## config.mk

```make
export PLATFORM = sky130hd
export DESIGN_NAME = shadow_dump_unpacker
export DESIGN_NICKNAME = d
export VERILOG_FILES = /design/src/rtl/shadow_dump_unpacker.sv
export SDC_FILE = /design/constraint.sdc
export NUM_CORES = 1
export LEC_CHECK = 0
export CAP_MARGIN = 20
export CORE_UTILIZATION = 30
export CTS_CLUSTER_DIAMETER = 100
export DETAILED_ROUTE_END_ITERATION = 10
export PLACE_DENSITY_LB_ADDON = 0.3
export SETUP_SLACK_MARGIN = 0.15
export SYNTH_ARGS = -nofsm -noshare
export SYNTH_HDL_FRONTEND = slang
export SYNTH_SLANG_ARGS = --single-unit
export TNS_END_PERCENT = 100
```

## constraint.sdc

```tcl
create_clock -name clk -period 6.8 [get_ports clk]
set_input_delay 1.02 -clock clk [delete_from_list [all_inputs] [get_ports clk]]
set_output_delay 1.02 -clock clk [all_outputs]
set_load 0.01 [all_outputs]
```

## src/rtl/shadow_dump_unpacker.sv

```systemverilog
`default_nettype none
// ============================================================================
//  Module      : shadow_dump_unpacker
//  Description : Consumes the serial dump of a shadow capture chain. It drives
//                the chain's dump enable and samples one serial bit per
//                enabled clock. Bits are packed MSB-first into WORD_WIDTH-bit
//                words, which are queued in a small registered FIFO. The FIFO
//                is read out through a valid/ready stream.
//  Ports       : clk, rst (sync, active-high)
//                dump_req  - 1-cycle start pulse, ignored while busy
//                d_en      - dump enable to the chain (combinational)
//                s_bit     - serial bit from the chain
//                out_data / out_valid / out_ready / out_last - FIFO head stream
//                out_parity- XOR of out_data (SHADOW_UNPACK_PARITY_EN only)
//                busy      - dump in progress
//  Options     : `define SHADOW_UNPACK_PARITY_EN adds out_parity and a
//                per-entry parity bit in the FIFO.
//  Revision    : 1.0 - initial release
// ============================================================================
module shadow_dump_unpacker #(
    parameter int CHAIN_LEN   = 64,
    parameter int WORD_WIDTH  = 32,
    parameter int FIFO_DEPTH  = 4,
    parameter int COUNT_WIDTH = 16
) (
    input  logic                  clk,
    input  logic                  rst,
    input  logic                  dump_req,
    output logic                  d_en,
    input  logic                  s_bit,
    output logic [WORD_WIDTH-1:0] out_data,
    output logic                  out_valid,
    input  logic                  out_ready,
    output logic                  out_last,
`ifdef SHADOW_UNPACK_PARITY_EN
    output logic                  out_parity,
`endif
    output logic                  busy
);

    localparam int c_REM   = CHAIN_LEN % WORD_WIDTH;
    localparam int c_POS_W = (WORD_WIDTH > 1) ? $clog2(WORD_WIDTH) : 1;
    localparam int c_PTR_W = (FIFO_DEPTH > 1) ? $clog2(FIFO_DEPTH) : 1;
    localparam int c_OCC_W = $clog2(FIFO_DEPTH + 1);

    localparam logic [c_POS_W-1:0]     c_TOP_POS  = c_POS_W'(WORD_WIDTH - 1);
    localparam logic [COUNT_WIDTH-1:0] c_LAST_CNT = COUNT_WIDTH'(CHAIN_LEN - 1);
    localparam logic [c_PTR_W-1:0]     c_LAST_PTR = c_PTR_W'(FIFO_DEPTH - 1);
    localparam logic [c_OCC_W-1:0]     c_FULL_OCC = c_OCC_W'(FIFO_DEPTH);

    typedef enum logic [1:0] {
        S_IDLE  = 2'd0,
        S_SHIFT = 2'd1,
        S_FLUSH = 2'd2
    } state_t;

    state_t r_state;
    state_t w_state_nxt;

    // Sample counter, bit position inside the word being assembled, and the
    // partially assembled word (unfilled bits stay 0).
    logic [COUNT_WIDTH-1:0] r_cnt;
    logic [c_POS_W-1:0]     r_pos;
    logic [WORD_WIDTH-1:0]  r_word;
    logic [WORD_WIDTH-1:0]  w_word_ins;

    // FIFO storage
    logic [WORD_WIDTH-1:0]  r_mem   [FIFO_DEPTH];
    logic                   r_lastq [FIFO_DEPTH];
`ifdef SHADOW_UNPACK_PARITY_EN
    logic                   r_par   [FIFO_DEPTH];
`endif
    logic [c_PTR_W-1:0]     r_wr;
    logic [c_PTR_W-1:0]     r_rd;
    logic [c_OCC_W-1:0]     r_occ;

    logic                   w_full;
    logic                   w_word_done;
    logic                   w_stall;
    logic                   w_push;
    logic [WORD_WIDTH-1:0]  w_push_data;
    logic                   w_push_last;
    logic                   w_pop;

    assign w_full      = (r_occ == c_FULL_OCC);
    assign w_word_done = (r_pos == '0);
    // The full flag is registered, so a pop in this cycle does not lift the
    // stall until the next one.
    assign w_stall     = w_full & w_word_done;

    // Current word with this cycle's serial bit dropped into place.
    always_comb begin
        w_word_ins        = r_word;
        w_word_ins[r_pos] = s_bit;
    end

    // ------------------------------------------------------------------
    // FSM: state register
    // ------------------------------------------------------------------
    always_ff @(posedge clk) begin
        if (rst) begin
            r_state <= S_IDLE;
        end else begin
            r_state <= w_state_nxt;
        end
    end

    // ------------------------------------------------------------------
    // FSM: next state, chain enable and FIFO push decision
    // ------------------------------------------------------------------
    always_comb begin
        w_state_nxt = r_state;
        d_en        = 1'b0;
        w_push      = 1'b0;
        w_push_data = w_word_ins;
        w_push_last = 1'b0;
        case (r_state)
            S_IDLE: begin
                if (dump_req) begin
                    w_state_nxt = S_SHIFT;
                end
            end
            S_SHIFT: begin
                d_en = ~w_stall & ~rst;
                if (d_en && w_word_done) begin
                    w_push      = 1'b1;
                    // Only true when the chain length is a whole number of
                    // words; otherwise the last word is pushed in FLUSH.
                    w_push_last = (r_cnt == c_LAST_CNT);
                end
                if (d_en && (r_cnt == c_LAST_CNT)) begin
                    w_state_nxt = S_FLUSH;
                end
            end
            S_FLUSH: begin
                if (c_REM != 0) begin
                    if (!w_full) begin
                        w_push      = 1'b1;
                        w_push_data = r_word;
                        w_push_last = 1'b1;
                        w_state_nxt = S_IDLE;
                    end
                end else begin
                    w_state_nxt = S_IDLE;
                end
            end
            default: begin
                w_state_nxt = S_IDLE;
            end
        endcase
    end

    // ------------------------------------------------------------------
    // Sample counter and word assembly
    // ------------------------------------------------------------------
    always_ff @(posedge clk) begin
        if (rst) begin
            r_cnt  <= '0;
            r_pos  <= c_TOP_POS;
            r_word <= '0;
        end else if (r_state == S_IDLE) begin
            r_cnt  <= '0;
            r_pos  <= c_TOP_POS;
            r_word <= '0;
        end else if (d_en) begin
            r_cnt <= r_cnt + 1'b1;
            if (w_word_done) begin
                r_pos  <= c_TOP_POS;
                r_word <= '0;
            end else begin
                r_pos  <= r_pos - 1'b1;
                r_word <= w_word_ins;
            end
        end
    end

    // ------------------------------------------------------------------
    // Output FIFO
    // ------------------------------------------------------------------
    assign w_pop = out_valid & out_ready;

    always_ff @(posedge clk) begin
        if (rst) begin
            r_wr  <= '0;
            r_rd  <= '0;
            r_occ <= '0;
            for (int i = 0; i < FIFO_DEPTH; i++) begin
                r_mem[i]   <= '0;
                r_lastq[i] <= 1'b0;
`ifdef SHADOW_UNPACK_PARITY_EN
                r_par[i]   <= 1'b0;
`endif
            end
        end else begin
            if (w_push) begin
                r_mem[r_wr]   <= w_push_data;
                r_lastq[r_wr] <= w_push_last;
`ifdef SHADOW_UNPACK_PARITY_EN
                r_par[r_wr]   <= ^w_push_data;
`endif
                r_wr <= (r_wr == c_LAST_PTR) ? '0 : r_wr + 1'b1;
            end
            if (w_pop) begin
                r_rd <= (r_rd == c_LAST_PTR) ? '0 : r_rd + 1'b1;
            end
            if (w_push && !w_pop) begin
                r_occ <= r_occ + 1'b1;
            end else if (!w_push && w_pop) begin
                r_occ <= r_occ - 1'b1;
            end
        end
    end

    // Outputs are forced low while rst is asserted, including the reset cycle.
    assign out_valid  = (r_occ != '0) & ~rst;
    assign out_data   = rst ? '0 : r_mem[r_rd];
    assign out_last   = out_valid & r_lastq[r_rd];
`ifdef SHADOW_UNPACK_PARITY_EN
    assign out_parity = ~rst & r_par[r_rd];
`endif
    assign busy       = (r_state != S_IDLE) & ~rst;

endmodule
`default_nettype wire

```

Word-level counts from Yosys, hierarchy flattened
Memory sizes are Yosys's and may differ from the RTL's. A register that Yosys moved wholly into a read port is not among the register bits. Index checks and enable logic that the tools add are counted.

Flip-flop bits (word level): 62. RAM bits: 132. Word-level logic and storage cells: 81. Memories kept: 2.

Add/sub/neg operators: 6. Magnitude comparators: 2. Equality and inequality tests: 7. Multiplexer cells: 33. Bitwise gates (word level): 8. Reductions and logical operators: 16.

Memories: r_mem (words 4, width 32, read ports 1, clocked after memory_dff 1, write ports 4, line 68) `logic [WORD_WIDTH-1:0] r_mem [FIFO_DEPTH];`; r_lastq (words 4, width 1, read ports 1, clocked after memory_dff 1, write ports 4, line 69) `logic r_lastq [FIFO_DEPTH];`.

Operator list (count): 32-bit 2-to-1 mux (3); 32-bit bitwise mux (1); 32-bit OR reduction (1); 2-bit 2-to-1 mux (10); 16-bit by 1-bit adder with 16-bit output, second input constant (1); 16-bit by 6-bit == test with 1-bit output, second input constant (1); 1-bit 2-to-1 mux (14); 1-bit AND (6); 5-bit by 6-bit < comparator with 1-bit output, second input constant (1); 3-bit 2-to-1 mux (2); 1-bit demux with 5-bit select (1); 5-bit by 1-bit >= comparator with 1-bit output, second input constant (1); 1-bit logical AND (5); 5-bit logical NOT (1); 5-bit 2-to-1 mux (1); 5-bit by 1-bit subtractor with 5-bit output, second input constant (1); 2-bit by 1-bit adder with 2-bit output, second input constant (2); 2-bit == test, second input constant (2); 2-bit != test, second input constant (2); 2-bit one-hot mux with 2 select lines (1); 2-bit nonzero test (2); 3-bit by 1-bit adder with 3-bit output, second input constant (1); 3-bit == test, second input constant (1); 3-bit nonzero test (1); 8 further kinds (10).

Logic depth before layout (Yosys ltp)
Gate-level depths: netlist (run 1).

Depth after elaboration: 12. Mapped depth: 11. Depth with buffers taken out: 11.

Least setup slack after synthesis (run 1)
Ideal clock, no wire load.

Path kind: input-to-reg. Start: in rst. End: mem r_lastq[3] (enable). Data arrival time: 4.228 ns. Required time: 6.331 ns. Path slack: 2.104 ns. Stages: 5. Buffers on the path: 2. Cell sequence: buf_2 nor3b_4 nand3_1 clkbuf_1 o21ai_0.

RTL lines: start: declaration (line 27) `input logic rst,`; end: declaration (line 69).

Worst setup path in the final report (run 1)
Start: in rst. End: out busy.

Longest elaborated chain between the ends: 2.

Ends and longest elaborated chain: 1-bit inverter (line 221) `assign busy = (r_state != S_IDLE) & ~rst;`; 1-bit AND (line 221); end: declaration (line 38) `output logic busy`.

No other way between the ends.

==> results of run 1 <==
worst paths after layout:
kind,startpoint,end,slack [ns]
hold / removal,r_word[18]$_SDFFE_PN0P_,r_word[18]$_SDFFE_PN0P_,0.47
setup reg to reg,r_pos[0]$_SDFFE_PN1P_,r_mem[2][0]$_SDFFCE_PN0P_,3.42
hold reg to reg,r_word[18]$_SDFFE_PN0P_,r_word[18]$_SDFFE_PN0P_,0.47
setup / recovery,rst,busy,2.56
placed cells by master (no fill, tap or decap), types with 14 or more instances in the layout:
cell type / instances
mux4_2: 33
dfxtp_1: 62
o2bb2ai_1: 31
edfxtp_1: 132
nand2_1: 28
buf_4: 14
clkbuf_16: 17
nor2_1: 172
clkdlybuf4s50_1: 40
mux2i_1: 38
and2_1: 34
cells by family after synthesis:
kind of cell               share of synthesized area [%]
xor gates and xnor gates                           0.609
DFF                                                 60.5
muxes                                               13.0
AOI/OAI and AO/OA                                   5.77
and+or+nand+nor                                     15.7
adders and majority gates                           1.54
buffers and inverters                               2.86
layout make-up:
type / instances / area, sq um / share of cell area [%]
Clock inverter: 15 / 143 / 1.43
Multi-Input combinational cell: 442 / 3170 / 31.8
Clock buffer: 17 / 425 / 4.26
Tap cell: 378 / 473 / 4.74
Inverter: 8 / 32.5 / 0.326
Sequential cell: 195 / 5230 / 52.4
Timing Repair Buffer: 54 / 505 / 5.07
registers in the layout (all words and copies together), names as in the netlist, named ones only:
name / count
r_cnt: 16
r_lastq: 4
r_mem: 128
r_occ: 3
r_pos: 5
r_rd: 2
r_state: 2
r_word: 31
r_wr: 2
critical path, stage by stage:
cell	delay [ns]
clkdlybuf4s50_1	0.71
inv_1	0.07
buf_4	0.27
o21ai_1	0.12
buf_4	0.24
clkinv_1	0.24
clkdlybuf4s50_1	0.54
through the flow:
stage | hold WS (ns) | util (%) | power (mW)
after floorplan | 0.432 | - | 1.40
after global placement | 0.443 | 33.6 | 1.45
after detailed placement | 0.446 | 33.6 | 1.45
after CTS | 0.468 | 35.6 | 2.42
after global routing | 0.484 | 35.6 | 2.48
final | 0.467 | 35.6 | 2.40
routing by layer:
layer	vias to the layer above	GRT usage, %	share of wire (%)
met1	2591	18.4	46
met5	-	0	0
met2	114	23.1	49
met4	0	3.57	0.82
met3	12	2.69	4.1
li1	2560	-	-
power by group through the flow:
stage	clock network (mW)	logic, mW	registers [mW]
after CTS	1.00	0.106	1.31
after floorplan	0	0.0612	1.34
final	0.982	0.103	1.31
after detailed placement	0	0.106	1.34
after global placement	0	0.106	1.34
after global routing	1.05	0.113	1.32
==> reports/results.ini, run 1 <==
[logic_synthesis]
syn_nets = 707
synthArstFlopShare_pct = 0
synth_top_cells_by_area = edfxtp_1, dfxtp_1, mux4_2
syn_avg_cell_area_sq_um = 12.5
synth_top_area_cell = edfxtp_1
ys.flop_type = edfxtp_1
synthTopCellsByCount = nor2_1, edfxtp_1, dfxtp_1
yosys_warnings = 0
synth_edf_count = 132
ys_types = 47
ys_seq_area_share_pct = 60.5
netlist_instances = 692
ys_seq_elements = 195
syn-cell-area_sq_mm = 0.00863
synth.most_common_cell = nor2_1
synth_top_cell_area_share_pct = 45.9

[worst_hold_path]
hold_class = flop to flop
min_path_cells = 1

[clocking]
clk_latency_ns = 0.43
cts_root_buf = clkbuf_16
clkSinkCount = 195
ctsHoldBuffers = 0
clock_path_buffers = 2
clk_pin_slew_ns = 0.07
cts_buffers = 17
htreeDepth = 4
cts_tree = yes
cts_setup_buffers = 0
postCtsResizedCells = 0

[drt]
routedWlPerCell_um = 17.1
drc = 0
via_per_inst = 4.76
wirelength_um = 19000
vias = 5277
drtPass1Iterations = 5
drt_iter0_drc = 369
postRouteAntennaNets = 0

[floorplanning]
die_x_um = 172
die-area_sq_mm = 0.0295
dieHeight_um = 172
rows = 61
io_pins = 41
coreArea_sq_mm = 0.0280
initial_core_util_pct = 30.8

[pwr]
netSwitchingFraction_pct = 23.5
power_leakage_nw = 3.07
intPower_mw = 1.84
p_switching_mw = 0.563
peakVddDrop_mv = 0.144
pwr-share-seq_pct = 54.8
clockPowerShare_pct = 40.9
p_per_area_mw_per_mm2 = 240
combPwrFrac_pct = 4.3

[setup_path]
reg2reg_depth = 9
cp-start-kind = input pin
cp_max_fo = 42
end_kind = output pin
crit_type = input pin to output pin
crit_required_ns = 5.78
arrival_ns = 3.22

[timing]
tns_ns = 0
worst_pin_slew_ns = 0.887
relSlewSlack_pct = 40.7
layout_setup_ws_ns = 2.56
fin_crit_ns = 4.24
final_hold_viol_count = 0
finalMaxSlewViolations = 0
rsz0062_at_grt = false
fmax_mhz = 236
fin_crit_sh_pct = 62.3
final-setup-viol-count = 0
worst_clock_skew_ns = 0.00857

[layout]
drive_gt1_share_pct = 12.4
diodes = 0
fin_cells = 1109
final.fill_count = 2779
layout.nets = 733
fin_area_sq_mm = 0.00998
area.growth.synth_to_final_pct = 15.6

[place]
gp_congestion = 0.734
io_buffer_count = 40
dp_cells = 1077
pre_cts_ws_ns = 2.43
dpl_cell_area_sq_mm = 0.00941
hpwlAfterDp_um = 11500

[grt]
grt_pass1_wl_um = 30700
grt_pass1_vias = 5396
grt_usage_pct = 13.9
overflow = 0
grt_max_degree = 43
antenna_found_initial = 0

[job]
maxCapViolations = 0

[outcome]
status = finished, final reports clean

No activity file was read; power rests on OpenSTA's default activity.
==> run 2, diff against run 1 <==
Clock period 6.8 ns to 3.65 ns, I/O delays scaled along.
==> run 2 against run 1 <==
Hold slack got worse by 0.0040 ns. Sequential cell count unchanged. Global-route usage decreased by 0.11 points. Final area increased by 0.92%. Clock skew increased by 0.0051 ns. Non-clock buffer count increased by 11. Critical path type is now flop to output pin. Largest cell class unchanged. Largest power group unchanged.
==> reports/results.ini, run 2 (same netlist as run 1, synthesis figures left out) <==
[setup_path]
cp-start-kind = flop  ; was input pin
rr_endpoint = r_occ[2]$_SDFFE_PP0P_  ; was r_mem[2][0]$_SDFFCE_PN0P_
worstPathCellList = inv_1, ha_1, or4b_1, o21ai_4, inv_4, clkdlybuf4s50_1  ; was clkdlybuf4s50_1, inv_1, buf_4, o21ai_1, buf_4, clkinv_1, clkdlybuf4s50_1
crit_required_ns = 3.10  ; was 5.78 ns
r2r_setup_slack_ns = 0.85  ; was 3.42 ns
arrival_ns = 2.65  ; was 3.22 ns
crit_type = flop to output pin  ; was input pin to output pin
critPathSlowestCell = or4b_1  ; was clkdlybuf4s50_1
reg2reg_depth = 11  ; was 9
cp_max_fo = 8  ; was 42
end_kind = output pin  ; unchanged
slowest_delay_ns = 0.62  ; was 0.71 ns
r2r-start = r_pos[0]$_SDFFE_PN1P_  ; unchanged

[clocking]
clk_pin_slew_ns = 0.07  ; about the same
cts_tree = yes  ; unchanged
htreeDepth = 4  ; unchanged
cts_buffers = 17  ; unchanged
clkSinkCount = 195  ; unchanged
postCtsResizedCells = 0  ; unchanged
cts_root_buf = clkbuf_16  ; unchanged
clock_path_buffers = 2  ; unchanged
clk_latency_ns = 0.44  ; was 0.43 ns

[timing]
finalMaxSlewViolations = 0  ; unchanged
fin_crit_sh_pct = 87.6
final-setup-viol-count = 0  ; unchanged
final_hold_viol_count = 0  ; unchanged
tns_ns = 0  ; unchanged
layout_setup_ws_ns = 0.452  ; was 2.56 ns
worst_clock_skew_ns = 0.0136  ; was 0.00857 ns
fmax_mhz = 313
worst_pin_slew_ns = 0.540  ; was 0.887 ns
relSlewSlack_pct = 62.9  ; was 40.7%
rsz0062_at_grt = false  ; unchanged
fin_crit_ns = 3.20

[drt]
drt_iter0_drc = 388  ; was 369
routedWlPerCell_um = 17.1  ; about the same
via_per_inst = 4.69  ; was 4.76
vias = 5256  ; was 5277
wl_met1_um = 8840  ; was 8710 um
dr_wl_met3_um = 544  ; was 783 um
met2_length_um = 9600  ; was 9300 um
postRouteAntennaNets = 0  ; unchanged
wirelength_um = 19100  ; was 19000 um
drtPass1Iterations = 5  ; unchanged
drc = 0  ; unchanged
top_layer_used = met4  ; unchanged

[floorplanning]
io_pins = 41  ; unchanged
initial_core_util_pct = 30.8  ; unchanged
coreArea_sq_mm = 0.0280  ; unchanged
die-area_sq_mm = 0.0295  ; unchanged
dieHeight_um = 172  ; unchanged
rows = 61  ; unchanged
die_x_um = 172  ; unchanged

[place]
dpl_cell_area_sq_mm = 0.00945  ; was 0.00941 sq mm
gp_congestion = 0.739  ; was 0.734
io_buffer_count = 40  ; unchanged
pre_cts_ws_ns = 0.418  ; was 2.43 ns
hpwlAfterDp_um = 11700  ; was 11500 um

[layout]
final_common_cell = nor2_1  ; unchanged
regMostFlops = r_mem  ; unchanged
area.growth.synth_to_final_pct = 16.6  ; was 15.6%
largest_reg_flops = 128  ; unchanged
multi_input_area_sq_mm = 0.00317  ; unchanged
drive_gt1_share_pct = 13.7  ; was 12.4%
final.fill_count = 2775  ; was 2779
seqCellArea_sq_mm = 0.00523  ; unchanged
layout.nets = 744  ; was 733
diodes = 0  ; unchanged
fin_area_sq_mm = 0.0101  ; was 0.00998 sq mm
top_regs = r_mem x128, r_word x31, r_cnt x16  ; unchanged
layout_common_cells = nor2_1, edfxtp_1, dfxtp_1  ; unchanged
utilization_pct = 35.9  ; was 35.6%

[grt]
grt_pass1_vias = 5421  ; was 5396
grt_max_degree = 37  ; was 43
grt_usage_pct = 13.7  ; was 13.9%
overflow = 0  ; unchanged
antenna_found_initial = 0  ; unchanged
grt_pass1_wl_um = 30100  ; was 30700 um

[outcome]
status = finished, final reports clean  ; unchanged

[job]
maxCapViolations = 0  ; unchanged

[worst_hold_path]
min_to = r_word[17]$_SDFFE_PN0P_  ; was r_word[18]$_SDFFE_PN0P_
hold_class = flop to flop  ; unchanged
worstHoldStart = r_word[17]$_SDFFE_PN0P_  ; was r_word[18]$_SDFFE_PN0P_
min_path_cells = 1  ; unchanged

[pwr]
power_leakage_nw = 3.13  ; was 3.07 nW
peakVddDrop_mv = 0.210  ; was 0.144 mV
p_per_area_mw_per_mm2 = 447  ; was 240 mW/mm^2

-- run 2: critical path, delay by kind of cell (launching register included) --
family,cells,cell delay (ns)
flip-flops,1,0.35
AND/OR/NAND/NOR,1,0.62
buffers and inverters,3,0.73
AO/OA/AOI/OAI,1,0.30
adder cells (fa/ha/maj),1,0.22
-- run 2: worst max-delay path by stage --
stage	endpoint	slack [ns]	cells after the start	startpoint
final	d_en	0.45	6	r_pos[0]$_SDFFE_PN1P_
after global routing	d_en	0.29	6	r_pos[0]$_SDFFE_PN1P_
after CTS	d_en	0.20	6	r_pos[0]$_SDFFE_PN1P_
after detailed placement	r_occ[2]$_SDFFE_PP0P_	0.42	10	rst
after global placement	r_occ[2]$_SDFFE_PP0P_	0.45	10	rst
after floorplan	r_lastq[3]$_DFFE_PP_	0.32	5	rst
-- run 2: power breakdown --
group / switching [mW] / total [mW] / internal, mW
clock: 0.886 / 1.85 / 0.968
sequential: 0.0194 / 2.44 / 2.42
combinational: 0.113 / 0.203 / 0.0909
-- run 2: timing repair --
action	CTS	global route
hold buffers	0	0
hold endpoints to repair	0	0
buffers inserted	0	5
endpoints found under the setup margin	0	1
-- run 2: stage by stage --
step	hold WS (ns)	cells	total power [mW]
CTS	0.466	1115	4.54
global placement	0.443	1083	2.70
global route	0.483	1120	4.64
finish	0.463	1120	4.50
floorplan	0.432	692	2.60
detailed placement	0.446	1083	2.70
-- run 2: cell type report --
class / count / share of cell area, %
Tap cell: 378 / 4.70
Clock inverter: 14 / 1.47
Multi-Input combinational cell: 442 / 31.5
Clock buffer: 18 / 4.26
Sequential cell: 195 / 51.9
Inverter: 8 / 0.323
Timing Repair Buffer: 65 / 5.84
-- run 2: routing by layer --
layer,GRT usage [%],up-vias
met3,2.60,6
met1,17.5,2604
met2,23.3,69
met4,4.46,0
met5,0,-
li1,-,2577
==> run 3, diff against run 2 <==
Settings changed: CORE_MARGIN set to 4, TNS_END_PERCENT 100 to 30.
Clock period 3.65 ns to 4 ns, I/O delays scaled along.
==> run 3 against run 2 <==
Register-to-register slack better by 0.05 ns. Hold slack worse by 0.0018 ns. Sequential cell count unchanged. Clock power down 6%. Sequential power decreased by 8.6%. Clock-buffer cell count grew 1. Via count increased by 0.89%. Largest cell class unchanged. Largest power group unchanged.
==> reports/results.ini, run 3 (same netlist as run 1, synthesis figures left out) <==
[setup_path]
crit_family = buffers and inverters  ; unchanged
worstPathCellList = inv_1, ha_1, or4b_1, o21ai_4, inv_4, clkdlybuf4s50_1  ; unchanged
end_kind = output pin  ; unchanged
critPathSlowestCell = or4b_1  ; unchanged
crit_type = flop to output pin  ; unchanged
critPathBufInv = 3  ; unchanged
cp_max_fo = 15  ; was 8
slowest_delay_ns = 0.63  ; was 0.62 ns
crit_required_ns = 3.40  ; was 3.10 ns
cp-start-kind = flop  ; unchanged
arrival_ns = 2.93  ; was 2.65 ns

[clocking]
postCtsResizedCells = 0  ; unchanged
cts_buffers = 17  ; unchanged
cts_setup_buffers = 0  ; unchanged
clk_pin_slew_ns = 0.07  ; about the same
htreeDepth = 4  ; unchanged
ctsHoldBuffers = 0  ; unchanged
clock_path_buffers = 2  ; unchanged
clkSinkCount = 195  ; unchanged
cts_tree = yes  ; unchanged
clk_latency_ns = 0.44  ; about the same
cts_root_buf = clkbuf_16  ; unchanged

[job]
maxCapViolations = 0  ; unchanged

[pwr]
combPwrFrac_pct = 4.4  ; was 4.5%
pwr-share-seq_pct = 53.7  ; was 54.3%
power_leakage_nw = 3.10  ; was 3.13 nW
p_per_area_mw_per_mm2 = 412  ; was 447 mW/mm^2
netSwitchingFraction_pct = 22.9  ; was 22.6%
clockPowerShare_pct = 41.8  ; was 41.2%
peakVddDrop_mv = 0.185  ; was 0.210 mV
p_switching_mw = 0.950  ; was 1.02 mW
intPower_mw = 3.20  ; was 3.48 mW

[place]
io_buffer_count = 40  ; unchanged
hpwlAfterDp_um = 12100  ; was 11700 um
pre_cts_ws_ns = 0.707  ; was 0.418 ns
dp_cells = 1080  ; was 1083
dpl_cell_area_sq_mm = 0.00947  ; was 0.00945 sq mm
gp_congestion = 0.735  ; was 0.739

[timing]
finalMaxSlewViolations = 0  ; unchanged
worst_clock_skew_ns = 0.0172  ; was 0.0136 ns
final-setup-viol-count = 0  ; unchanged
tns_ns = 0  ; unchanged
fmax_mhz = 283
worst_pin_slew_ns = 0.729  ; was 0.540 ns
layout_setup_ws_ns = 0.469  ; was 0.452 ns
fin_crit_sh_pct = 88.3
fin_crit_ns = 3.53
rsz0062_at_grt = false  ; unchanged
relSlewSlack_pct = 51.4  ; was 62.9%
final_hold_viol_count = 0  ; unchanged

[layout]
regMostFlops = r_mem  ; unchanged
area.growth.synth_to_final_pct = 16.7  ; was 16.6%
fin_cells = 1112  ; was 1120
diodes = 0  ; unchanged
layout_common_cells = nor2_1, edfxtp_1, dfxtp_1  ; unchanged
largest_reg_flops = 128  ; unchanged
final_common_cell = nor2_1  ; unchanged
fin_area_sq_mm = 0.0101  ; about the same
top_regs = r_mem x128, r_word x31, r_cnt x16  ; unchanged
drive_gt1_share_pct = 12.8  ; was 13.7%
layout.nets = 736  ; was 744

[drt]
routedWlPerCell_um = 17.8  ; was 17.1 um
wirelength_um = 19800  ; was 19100 um
vias = 5303  ; was 5256
drc = 0  ; unchanged
postRouteAntennaNets = 0  ; unchanged
drt_iter0_drc = 356  ; was 388
drtPass1Iterations = 4  ; was 5
via_per_inst = 4.77  ; was 4.69

[grt]
grt_max_degree = 42  ; was 37
grt_pass1_vias = 5495  ; was 5421
grt_pass1_wl_um = 31300  ; was 30100 um
overflow = 0  ; unchanged
antenna_found_initial = 0  ; unchanged
grt_usage_pct = 13.1  ; was 13.7%

[floorplanning]
die_x_um = 178  ; was 172 um
die-area_sq_mm = 0.0315  ; was 0.0295 sq mm
initial_core_util_pct = 30.7  ; was 30.8%
io_pins = 41  ; unchanged
dieHeight_um = 178  ; was 172 um
rows = 61  ; unchanged
coreArea_sq_mm = 0.0281  ; was 0.0280 sq mm

[worst_hold_path]
hold_class = flop to flop  ; unchanged

[outcome]
status = finished, final reports clean  ; unchanged

[run 3: cell types whose count changed in the layout (fill, tap and decap cells not counted), sizes merged]
cell	before	now
buf	25	17
clkbuf	18	19
clkinv	8	5
clkinvlp	0	2
[run 3: per-stage QoR]
step                total power, mW  hold slack [ns]  utilization, %
CTS                            4.19            0.465            35.9
global placement               2.46            0.443            33.7
finish                         4.15            0.461            35.9
global route                   4.30            0.476            35.9
detailed placement             2.47            0.445            33.7
floorplan                      2.37            0.432               -
[run 3: metal layers]
metal / global-route usage, % / wire length [um] / vias to the layer above
met1: 17.4 / 8930 / 2632
met5: 0 / 0 / -
li1: - / - / 2563
met3: 2.58 / 770 / 13
met2: 22.0 / 9910 / 95
met4: 3.42 / 174 / 0
[run 3: final timing paths]
| check | start | endpoint | slack, ns | cells past startpoint |
|---|---|---|---|---|
| worst min register to register | r_word[18]$_SDFFE_PN0P_ | r_word[18]$_SDFFE_PN0P_ | 0.46 | 1 |
| worst max-delay path | r_pos[0]$_SDFFE_PN1P_ | d_en | 0.47 | 6 |
| worst min-delay path | r_word[18]$_SDFFE_PN0P_ | r_word[18]$_SDFFE_PN0P_ | 0.46 | 1 |
| worst max register to register | r_pos[0]$_SDFFE_PN1P_ | r_occ[2]$_SDFFE_PP0P_ | 0.90 | 11 |
[run 3: final cells by class]
class                           instances  area, sq um
Timing Repair Buffer                   57          566
Inverter                                8         32.5
Multi-Input combinational cell        442         3170
Clock buffer                           19          443
Clock inverter                         13          160
Fill cell                            2803        18000
Sequential cell                       195         5230
Tap cell                              378          473
[run 3: power by group through the flow]
stage	clock, mW	combinational [mW]	sequential (mW)
5_1_grt	1.86	0.200	2.24
3_3_place_gp	0	0.189	2.28
3_5_place_dp	0	0.190	2.28
6_report	1.74	0.184	2.23
4_1_cts	1.77	0.190	2.23
2_1_floorplan	0	0.104	2.27
